===== config.mk =====
export PLATFORM = sky130hd
export DESIGN_NAME = ahb_slave_if
export DESIGN_NICKNAME = d
export VERILOG_FILES = /design/src/rtl/ahb_apb_pkg.sv /design/src/rtl/ahb_addr_decode.sv /design/src/rtl/ahb_slave_if.sv
export SDC_FILE = /design/constraint.sdc
export NUM_CORES = 1
export LEC_CHECK = 0
export CELL_PAD_IN_SITES_DETAIL_PLACEMENT = 0
export CELL_PAD_IN_SITES_GLOBAL_PLACEMENT = 1
export CORE_MARGIN = 4
export CORE_UTILIZATION = 33
export DETAILED_ROUTE_END_ITERATION = 12
export PLACE_DENSITY_LB_ADDON = 0.1
export SLEW_MARGIN = 20
export SYNTH_ARGS = -nofsm -noshare
export SYNTH_HDL_FRONTEND = slang
export SYNTH_SLANG_ARGS = --single-unit

===== constraint.sdc =====
create_clock -name Hclk -period 3.85 [get_ports Hclk]
set_input_delay 0.77 -clock Hclk [delete_from_list [all_inputs] [get_ports Hclk]]
set_output_delay 0.77 -clock Hclk [all_outputs]
set_load 0.1 [all_outputs]

===== src/rtl/ahb_apb_pkg.sv =====
// ahb_apb_pkg: shared AHB-to-APB bridge encodings, window defaults and error-FSM states
package ahb_apb_pkg;
  localparam logic [1:0] HTRANS_IDLE = 2'b00;
  localparam logic [1:0] HTRANS_BUSY = 2'b01;
  localparam logic [1:0] HTRANS_NONSEQ = 2'b10;
  localparam logic [1:0] HTRANS_SEQ = 2'b11;
  localparam logic [1:0] HRESP_OKAY = 2'b00;
  localparam logic [1:0] HRESP_ERROR = 2'b01;
  localparam logic [31:0] SLV0_BASE_DEF = 32'h8000_0000;
  localparam logic [31:0] SLV1_BASE_DEF = 32'h8400_0000;
  localparam logic [31:0] SLV2_BASE_DEF = 32'h8800_0000;
  localparam int WIN_BITS_DEF = 26;
  typedef enum logic [1:0] {
    ERR_IDLE = 2'd0,
    ERR_ERR1 = 2'd1,
    ERR_ERR2 = 2'd2
  } err_state_e;
  // XOR-then-shift compares only the bits above the window offset
  function automatic logic in_window(input logic [31:0] addr, input logic [31:0] base, input int win_bits);
    return ((addr ^ base) >> win_bits) == 32'd0;
  endfunction
endpackage


===== src/rtl/ahb_addr_decode.sv =====
// ahb_addr_decode: one-hot peripheral select and size/alignment/unmapped error flag
module ahb_addr_decode
  import ahb_apb_pkg::*;
#(
  parameter logic [31:0] SLV0_BASE = SLV0_BASE_DEF,
  parameter logic [31:0] SLV1_BASE = SLV1_BASE_DEF,
  parameter logic [31:0] SLV2_BASE = SLV2_BASE_DEF,
  parameter int WIN_BITS = WIN_BITS_DEF
) (
  input  logic [31:0] haddr_i,
  input  logic [2:0]  hsize_i,
  output logic [2:0]  tempselx_o,
  output logic        illegal_o
);
  always_comb begin
    tempselx_o = {in_window(haddr_i, SLV2_BASE, WIN_BITS),
                  in_window(haddr_i, SLV1_BASE, WIN_BITS),
                  in_window(haddr_i, SLV0_BASE, WIN_BITS)};
    illegal_o = (tempselx_o == 3'b000) || (hsize_i > 3'd2) ||
                (hsize_i == 3'd1 && haddr_i[0]) ||
                (hsize_i == 3'd2 && haddr_i[1:0] != 2'b00);
  end
endmodule


===== src/rtl/ahb_slave_if.sv =====
// ahb_slave_if: AHB-Lite slave front end -- qualifies phases, pipelines address/data, drives ERROR response
module ahb_slave_if
  import ahb_apb_pkg::*;
#(
  parameter logic [31:0] SLV0_BASE = SLV0_BASE_DEF,
  parameter logic [31:0] SLV1_BASE = SLV1_BASE_DEF,
  parameter logic [31:0] SLV2_BASE = SLV2_BASE_DEF,
  parameter int WIN_BITS = WIN_BITS_DEF
) (
  input  logic        Hclk,
  input  logic        Hreset,
  input  logic        Hwrite,
  input  logic        Hreadyin,
  input  logic [1:0]  Htrans,
  input  logic [2:0]  Hsize,
  input  logic [31:0] Haddr,
  input  logic [31:0] Hwdata,
  output logic        valid,
  output logic [31:0] Haddr1,
  output logic [31:0] Haddr2,
  output logic [31:0] Hwdata1,
  output logic [31:0] Hwdata2,
  output logic        Hwritereg,
  output logic [2:0]  tempselx,
  output logic [1:0]  Hresp,
  output logic        Hready_err
);
  err_state_e state_q, state_d;
  logic [31:0] haddr1_q, haddr2_q, hwdata1_q, hwdata2_q;
  logic        hwrite_q;
  logic        active, bad, illegal;
  ahb_addr_decode #(
    .SLV0_BASE(SLV0_BASE),
    .SLV1_BASE(SLV1_BASE),
    .SLV2_BASE(SLV2_BASE),
    .WIN_BITS (WIN_BITS)
  ) u_dec (
    .haddr_i   (Haddr),
    .hsize_i   (Hsize),
    .tempselx_o(tempselx),
    .illegal_o (bad)
  );
  // ERR1 holds the bus low, so no phase is ever qualified in it
  always_comb begin
    active = Hreadyin && Htrans != HTRANS_IDLE && Htrans != HTRANS_BUSY && state_q != ERR_ERR1;
    illegal = active && bad;
    valid = active && !bad && !Hreset;
    state_d = state_q == ERR_ERR1 ? ERR_ERR2 : illegal ? ERR_ERR1 : ERR_IDLE;
    Hresp = state_q == ERR_IDLE ? HRESP_OKAY : HRESP_ERROR;
    Hready_err = state_q != ERR_ERR1;
  end
  always_ff @(posedge Hclk) begin
    if (Hreset) begin
      state_q <= ERR_IDLE;
      haddr1_q <= '0;
      haddr2_q <= '0;
      hwdata1_q <= '0;
      hwdata2_q <= '0;
      hwrite_q <= 1'b0;
    end else begin
      state_q <= state_d;
      if (Hreadyin) begin
        haddr1_q <= Haddr;
        haddr2_q <= haddr1_q;
        hwdata1_q <= Hwdata;
        hwdata2_q <= hwdata1_q;
        hwrite_q <= Hwrite;
      end
    end
  end
  assign Haddr1 = haddr1_q;
  assign Haddr2 = haddr2_q;
  assign Hwdata1 = hwdata1_q;
  assign Hwdata2 = hwdata2_q;
  assign Hwritereg = hwrite_q;
endmodule


==> results of run 1 <==
==> logic make-up (layout without fill, tap and decap cells) <==
kind of cell,count (synthesis),count (layout),synth area share [%]
AO/OA/AOI/OAI,3,3,0.509
other,1,1,0.0803
multiplexers,129,129,27.7
AND/OR/NAND/NOR,140,140,12.1
buffers and inverters,31,242,3.48
flip-flops,131,131,56.2
==> worst reg2reg max path: stages, from the launching register on <==
cell and delay [ns]:
dfxtp_1 0.31, nand2b_1 0.16, nand4b_1 0.14, nor2b_1 0.14
==> layer usage <==
layer,GRT usage [%],vias to the layer above
met5,0,-
met4,7.00,0
met3,7.07,19
met2,23.1,128
met1,17.6,1669
li1,-,1843
==> synthesized netlist by cell type <==
library cell,instances,area share [%]
buf_2,4,0.43
mux2i_1,129,28
nor3_1,1,0.11
or4b_4,1,0.29
nand2b_1,1,0.13
conb_1,1,0.080
nor3b_1,2,0.32
clkbuf_1,13,1.0
buf_1,3,0.24
or2_2,1,0.13
dfxtp_1,131,56
a21o_1,2,0.32
nand4b_1,1,0.19
a211o_1,1,0.19
buf_4,11,1.8
or3_4,1,0.24
nor2b_1,1,0.13
nor2_1,131,11
==> placed cells by master (no fill, tap or decap), types with 2 or more instances in the layout <==
cell type / count
bufinv_16: 3
clkbuf_8: 3
buf_4: 5
nor3b_2: 2
a21o_1: 2
dfxtp_1: 131
nor2_1: 131
clkbuf_1: 3
mux2i_1: 129
clkbuf_16: 17
clkdlybuf4s50_1: 200
clkinv_2: 3
buf_12: 4
clkinvlp_4: 3
==> per-stage QoR <==
stage                     setup WS [ns]  cells  hold slack (ns)  util (%)
after global placement            0.605    794            0.472      49.5
after CTS                         0.567    826            0.492      53.9
final                             0.575    826            0.490      53.9
after detailed placement          0.576    794            0.480      49.5
after global routing              0.546    826            0.513      53.9
after floorplan                   0.206    435            0.917         -
==> registers in the layout, indices dropped and copies added (netlist names) <==
signal,cells
Hwdata1,32
Haddr2,32
state_q,2
Hwritereg,1
Haddr1,32
Hwdata2,32
==> where the power goes <==
part / leakage [nW] / switching [mW] / internal [mW] / total, mW
logic: 1.81 / 0.608 / 0.243 / 0.851
clock network: 0.289 / 0.548 / 1.07 / 1.61
registers: 1.07 / 0.0414 / 1.42 / 1.46
total: 3.17 / 1.20 / 2.73 / 3.93
==> cell type report <==
cell class                      count  area [sq um]  share of cell area, %
Sequential cell                   131          2620                   35.1
Multi-Input combinational cell    273          1900                   25.4
Timing Repair Buffer              210          2130                   28.5
Clock buffer                       23           478                   6.39
Clock inverter                      9           128                   1.71
Tap cell                          180           225                   3.01
==> final timing paths <==
kind	slack [ns]	start	cells after the start	endpoint
setup / recovery	0.57	Haddr[28]	5	valid
hold / removal	0.49	Hwdata2[21]$_SDFFE_PP0P_	2	Hwdata2[21]$_SDFFE_PP0P_
setup reg to reg	3.03	state_q[1]$_SDFF_PP0_	3	state_q[0]$_SDFF_PP0_
hold reg to reg	0.49	Hwdata2[21]$_SDFFE_PP0P_	2	Hwdata2[21]$_SDFFE_PP0P_
==> impl_results.md, run 1 <==
- Status: finished clean
- Crit share post-route: approximately 85%
- Final worst path period need: approximately 3.3 ns
- Worst Setup Path Type: in -> out
- DRC: 0
- Worst setup SP type: input port
- Relative slew slack: about a quarter
- Post-Synthesis Net Count: 508
- Warnings from Yosys: 0
- Critical path arrival: 2.51 ns
- Worst-path cell chain: clkdlybuf4s50_1 > or4b_4 > a211o_1 > nor2_1 > buf_12
- Skew-Pair Late Insertion Delay: roughly 0.41 ns
- RD Place Congestion: 0.788
- Worst-Margin Slew: 1.11 ns
- Die area: 0.0161 sq mm
- Top Metal Used: met4
- Clock slew at the register clock pins of the worst setup and hold paths: 0.06 ns
- Setup TNS: 0 ns
- Overall Global Routing Usage: between 10% and 20%
- CP endpoint kind: output pin
- DR WL/cell: 14.4 um
- Required time of the worst setup path: 3.08 ns
- Post-cts resize count: 0
- Clk sinks: 131
- Final slew viol count: 0
- Initial Util: 33.6%
- Largest net degree at the start of global routing: 68
- Post-route ant nets: 0
- CTS Buf Count: 17
- Layout cells sized above 1: 6.97%
- # H-tree levels: 4
- Yosys reg bits: 131
- Final-layout fill cell count: 1254
- Root buffer cell: clkbuf_16
- First-pass GRT wire length: 19000 um
- Routed vias/inst: ~4.4
- Power Total: 3.93 mW
- RSZ-0062 raised after global routing: no
- Met1 WL: 5080 um
- ANT cells: 0
- Post-CTS setup buffer count: 0
- Io pins: between 200 and 250
- Max Fclk: around 310 MHz
- Initial DRC count: ~180
- Crit path max-delay family: simple AND/OR/NAND/NOR gates
- Vias in the first global route: 3668
- Max incr delay on CP: 0.59 ns
- CP max FO: 4
- Routed wl met2: 5460 um
- Pwr Density: 525 mW/mm^2
- Syn Inst Count: 435
- Fin nets: 706
- Final instance area: 0.00748 sq mm
- Routed WL: about 12000 um
- Mapped Area: between 0.004 and 0.005 sq mm
- Congestion Overflow GR: 0
- CP max stage cell: or4b_4
- Die H: about 130 um
- Die width: 127 um
- TritonRoute pass-1 iters: 4
- Clk buf depth: 2
- PortBufs: ~210
- Max Cap Viol: 0
- Row cnt: 43
- Vias: 3659
- CTS Hold Bufs: 0
- Final setup violation count: 0
- Post-synthesis cell type count: 18
- Clock skew: approximately 0.0045 ns
- Initial antenna violation count: 0
- Final HPWL DP: 8260 um
- Final hold violation count: 0
- Routed wl met3: between 1000 and 1500 um
- WP buf/inv: 2
- Core area: 0.0139 sq mm
- Layout area overhead: 60.3%
- Placed cell areas: 0.00688 sq mm
- Worst hold path type: reg -> reg
- Seq/Total Area, Yosys: a little under three fifths
- Peak VDD IR: 268 uV
- TritonCTS clock tree: done
- Mapped Avg Cell Area: 10.7 sq um
- Lkg Pwr: 3.17 nW
Power figures use the tool's default switching activity.
==> run 2, diff against run 1 <==
Settings changed: SETUP_SLACK_MARGIN set to 0.4.
==> impl_results.md, run 2 (synthesis gave the netlist of run 1 again) <==
- Die width: 127 um
- Lkg Pwr: 3.14 nW
- Worst setup SP type: input port
- Worst hold path type: reg -> reg
- Worst Slack Setup Final: 0.652 ns
- Setup TNS: 0 ns
- Clk sinks: 131
- Core area: 0.0139 sq mm
- Io pins: 209
- Peak VDD IR: 254 uV
- RSZ-0062 raised after global routing: no
- First-pass GRT wire length: about 19000 um
- Clk network pwr share: 37.3%
- Crit share post-route: between 80 and 90%
- Clock slew at the register clock pins of the worst setup and hold paths: 0.05 ns
- Post-CTS setup buffer count: 0
- Initial Util: 33.6%
- Grt met1 use: 16.5%
- Die area: 0.0161 sq mm
- Largest net degree at the start of global routing: 130
- Final hold violation count: 0
- Layout area overhead: 58.3%
- Final slew viol count: 0
- Die H: 127 um
- Met3 Resource Use GR: 6.99%
- Clk buf depth: 2
- Final HPWL DP: 8090 um
- RD Place Congestion: 0.802
- Initial antenna violation count: 0
- Worst-Margin Slew: 1.05 ns
- Final worst path period need: 3.20 ns
- Pwr Density: between 400 and 500 mW/mm^2
- Logic pwr share: 23.0%
- Required time of the worst setup path: 3.08 ns
- Most common cell after layout, fill and taps aside: clkdlybuf4s50_1
- Routed WL: 11700 um
- Post-cts resize count: 0
- Vias in the first global route: 3712
- Switching power total: 1.18 mW
- Dpl ws: 0.650 ns
- Int Pwr: 2.51 mW
- CTS Hold Bufs: 0
- Dpl cells: 792
- Worst Setup Path Type: in -> out
- Cell Count, Final, Fillers Out: 824
- TritonRoute pass-1 iters: 4
- Relative slew slack: a little under a third
- Skew-Pair Late Insertion Delay: between 0.4 and 0.5 ns
- DRC: 0
- Max Fclk: 313 MHz
- Vias: 3646
- Layer with the highest usage: met2
- Congestion Overflow GR: 0
- Max incr delay on CP: around 0.60 ns
- Clock skew: 0.00484 ns
- Reg power frac: 39.7%
- CP max FO: 4
- Root buffer cell: clkbuf_16
- Overall Global Routing Usage: 14.6%
- Met2 Resource Use GR: 23.6%
- Post-route ant nets: 0
- Layout cells sized above 1: 6.21%
- Row cnt: between 40 and 50
- Initial DRC count: 128
- CP max stage cell: or4b_4
- Worst-path cell chain: clkdlybuf4s50_1 > or4b_4 > a211o_1 > nor2_2 > buf_12
- Most frequent cells in the layout: clkdlybuf4s50_1, dfxtp_1, nor2_1
- CTS Buf Count: 17
- TritonCTS clock tree: done
- Critical path arrival: between 2 and 2.5 ns
- PortBufs: 206
- Status: finished clean
- DR WL/cell: roughly 14 um
- ANT cells: 0
- Fin nets: 704
- Sw Ratio: about a third
- Routed vias/inst: 4.42
- Max Cap Viol: 0
- CP endpoint kind: output pin
- Final setup violation count: 0
- # H-tree levels: 4
run 2: changes by cell type in the layout (fill, tap and decap cells not counted):
cell / change
bufinv_16: -3
nor2_2: +1
buf_12: +1
clkbuf_8: -1
buf_6: +1
clkinvlp_4: -3
buf_4: -4
clkbuf_1: +4
nor2_1: -1
clkinv_2: +3
run 2: critical path, delay by kind of cell:
family / cells / cell delay [ns]
AOI/OAI and AO/OA: 1 / 0.31
buffers and inverters: 2 / 0.62
and+or+nand+nor: 2 / 0.73
run 2: cell type report:
cell class	count	area, sq um
timing repair buffer	208	2130
multi-input combinational	273	1900
clock buffer	26	479
tap	180	225
clock inverter	6	30.0
fill	1242	6490
sequential	131	2620
run 2: routing by layer:
metal | routed length [um] | share of wire (%)
met5 | 0 | 0
met4 | 214 | 1.8
met3 | 1110 | 9.5
met2 | 5590 | 48
met1 | 4800 | 41
run 2: metrics by stage:
step	hold WS, ns	util (%)	area [sq um]	power (mW)
6_report	0.488	53.2	7390	3.69
5_1_grt	0.522	53.2	7390	3.84
4_1_cts	0.494	53.2	7390	3.75
3_5_place_dp	0.484	49.5	6880	2.35
3_3_place_gp	0.472	49.5	6880	2.34
2_1_floorplan	0.917	-	4690	2.11
run 2: path summary, 6_finish.rpt:
kind / startpoint / end / slack [ns] / cells past startpoint
max: Haddr[28] / valid / 0.65 / 5
min: Hwdata2[16]$_SDFFE_PP0P_ / Hwdata2[16]$_SDFFE_PP0P_ / 0.49 / 2
min reg2reg: Hwdata2[16]$_SDFFE_PP0P_ / Hwdata2[16]$_SDFFE_PP0P_ / 0.49 / 2
max reg2reg: state_q[1]$_SDFF_PP0_ / state_q[0]$_SDFF_PP0_ / 3.02 / 3
run 2: power by group through the flow:
stage | Clock [mW] | Sequential [mW] | Combinational [mW]
finish | 1.38 | 1.46 | 0.849
global route | 1.49 | 1.47 | 0.883
CTS | 1.43 | 1.46 | 0.857
detailed placement | 0 | 1.49 | 0.854
global placement | 0 | 1.49 | 0.850
floorplan | 0 | 1.94 | 0.170
==> run 3, diff against run 2 <==
Settings changed: CORE_UTILIZATION 33 to 28.
Clock period 3.85 ns to 2.7 ns, I/O delays scaled along.
==> impl_results.md, run 3 (synthesis gave the netlist of run 1 again) <==
- Post-route ant nets: 0
- Layout area overhead: 56.5%
- Max Cap Viol: 0
- Initial antenna violation count: 0
- Int Pwr: ~4.0 mW
- Vias in the first global route: 3590
- RSZ-0062 raised after global routing: yes
- Vias: ~3700
- First-pass GRT wire length: 19000 um
- Final HPWL DP: roughly 8700 um
- Final instance area: 0.00731 sq mm
- Hold Path Sink: Haddr1[31]$_SDFFE_PP0P_
- Reg power frac: between 30% and 40%
- Final hold violation count: 0
- Reg2reg start: state_q[1]$_SDFF_PP0_
- Worst r2r dst: state_q[0]$_SDFF_PP0_
- CP max FO: 2
- Row cnt: 46
- Most frequent cells in the layout: buf_4, dfxtp_1, nor2_1
- Routed vias/inst: around 4.2
- Final worst path period need: 2.32 ns
- Required time of the worst setup path: ~2.2 ns
- Critical path arrival: 1.78 ns
- Worst-path cell chain: buf_6 > or4b_4 > a211o_1 > nor2_4 > buf_12
- Status: finished clean
- Final-layout fill cell count: 1584
- Sw Ratio: 30.6%
- Die width: roughly 140 um
- Power Total: 5.74 mW
- Switching power total: 1.76 mW
- Most common cell after layout, fill and taps aside: buf_4
- Worst Slack Setup Final: 0.378 ns
- Lkg Pwr: 3.50 nW
- DR WL/cell: 14.2 um
- TritonCTS clock tree: done
- Final setup violation count: 0
- Relative slew slack: around 53%
- Peak VDD IR: 534 uV
- Clock slew at the register clock pins of the worst setup and hold paths: 0.06 ns
- HP Start: Haddr[31]
- CP endpoint kind: output pin
- Crit share post-route: between 80 and 90%
- Max incr delay on CP: 0.54 ns
- Fin nets: 711
- TritonRoute pass-1 iters: 4
- Hold Crit Depth: 3
- PortBufs: 206
- Core Util, Final: between 40 and 50%
- Hold slack final: 0.398 ns
- Largest net degree at the start of global routing: 90
- R2R setup slack: 1.86 ns
- RD Place Congestion: 0.708
- Initial Util: 29.0%
- CTS Buf Count: 17
- Max Fclk: 431 MHz
- Clk network pwr share: approximately 43%
- Io pins: 209
- Initial DRC count: 95
- Die H: 137 um
- CP max stage cell: or4b_4
- Placed cell areas: 0.00666 sq mm
- Layout cells sized above 1: 29.0%
- Congestion Overflow GR: 0
- # H-tree levels: 4
- DRC: 0
- Worst hold path type: in -> reg
- Clock skew: about 0.0041 ns
- Routed WL: 12300 um
- Clk buf depth: 2
- Skew-Pair Late Insertion Delay: just over 0.4 ns
- Cell Count, Final, Fillers Out: between 800 and 900
- Dpl ws: 0.0102 ns
- Clk sinks: 131
- Root buffer cell: clkbuf_16
- Setup TNS: 0 ns
- Final slew viol count: 0
- Die area: roughly 0.019 sq mm
- Core area: 0.0161 sq mm
- Worst-Margin Slew: 0.702 ns
- Worst reg2reg path depth: 3
- Pwr Density: 785 mW/mm^2
- Dpl cells: 833
- Logic pwr share: 20.6%
- Overall Global Routing Usage: between 10% and 20%
- ANT cells: 0
- Worst setup SP type: input port
- Worst Setup Path Type: in -> out
run 3: cell count changes in the layout (fill, tap and decap cells not counted), moves of 3 or more:
cell,change
bufinv_16,+4
buf_4,+138
clkdlybuf4s50_1,-140
clkinv_2,-3
clkbuf_1,-5
run 3: repair_timing:
| item | CTS | global route |
|---|---|---|
| buffers inserted | 1 | 1 |
| setup endpoints to repair | 4 | 3 |
| resized for setup | 23 | 4 |
| pin swaps | 4 | 5 |
| endpoints found under the hold margin | 0 | 0 |
| hold buffers | 0 | 0 |
run 3: final cells by class:
type	count	area, sq um	share of cell area [%]
flip-flops and latches	131	2620	35.9
multi-input cells	273	1930	26.4
repair buffers	215	1850	25.3
clock buffers	23	488	6.68
well taps	216	270	3.70
clock inverters	9	150	2.06
run 3: routing by layer:
layer  GRT usage [%]  vias up  wire length (um)  part of all wire (%)
met5               0        -                 0                     0
met1            15.4     1676              5120                    41
met2            20.3      130              5700                    46
li1                -     1849                 -                     -
met4            4.49        0               186                   1.5
met3            6.80       14              1340                    11
run 3: critical path: cells and delay by family:
| family | cells | cell delay (ns) |
|---|---|---|
| AOI/OAI and AO/OA | 1 | 0.29 |
| and+or+nand+nor | 2 | 0.67 |
| buffers and inverters | 2 | 0.27 |
run 3: worst max-delay path by stage:
stage                     slack, ns       from     endpoint  cells after the start
after floorplan                0.18  Haddr[28]  tempselx[1]                      2
after global placement         0.03  Haddr[28]        valid                      5
after detailed placement       0.01  Haddr[28]  tempselx[1]                      5
after CTS                      0.36  Haddr[30]        valid                      5
after global routing           0.35  Haddr[29]        valid                      5
final                          0.38  Haddr[29]        valid                      5
run 3: power by group through the flow:
stage / combinational [mW] / clock, mW / sequential (mW)
finish: 1.18 / 2.46 / 2.09
CTS: 1.20 / 2.54 / 2.09
global route: 1.23 / 2.62 / 2.10
global placement: 1.19 / 0 / 2.13
floorplan: 0.244 / 0 / 2.77
detailed placement: 1.19 / 0 / 2.13
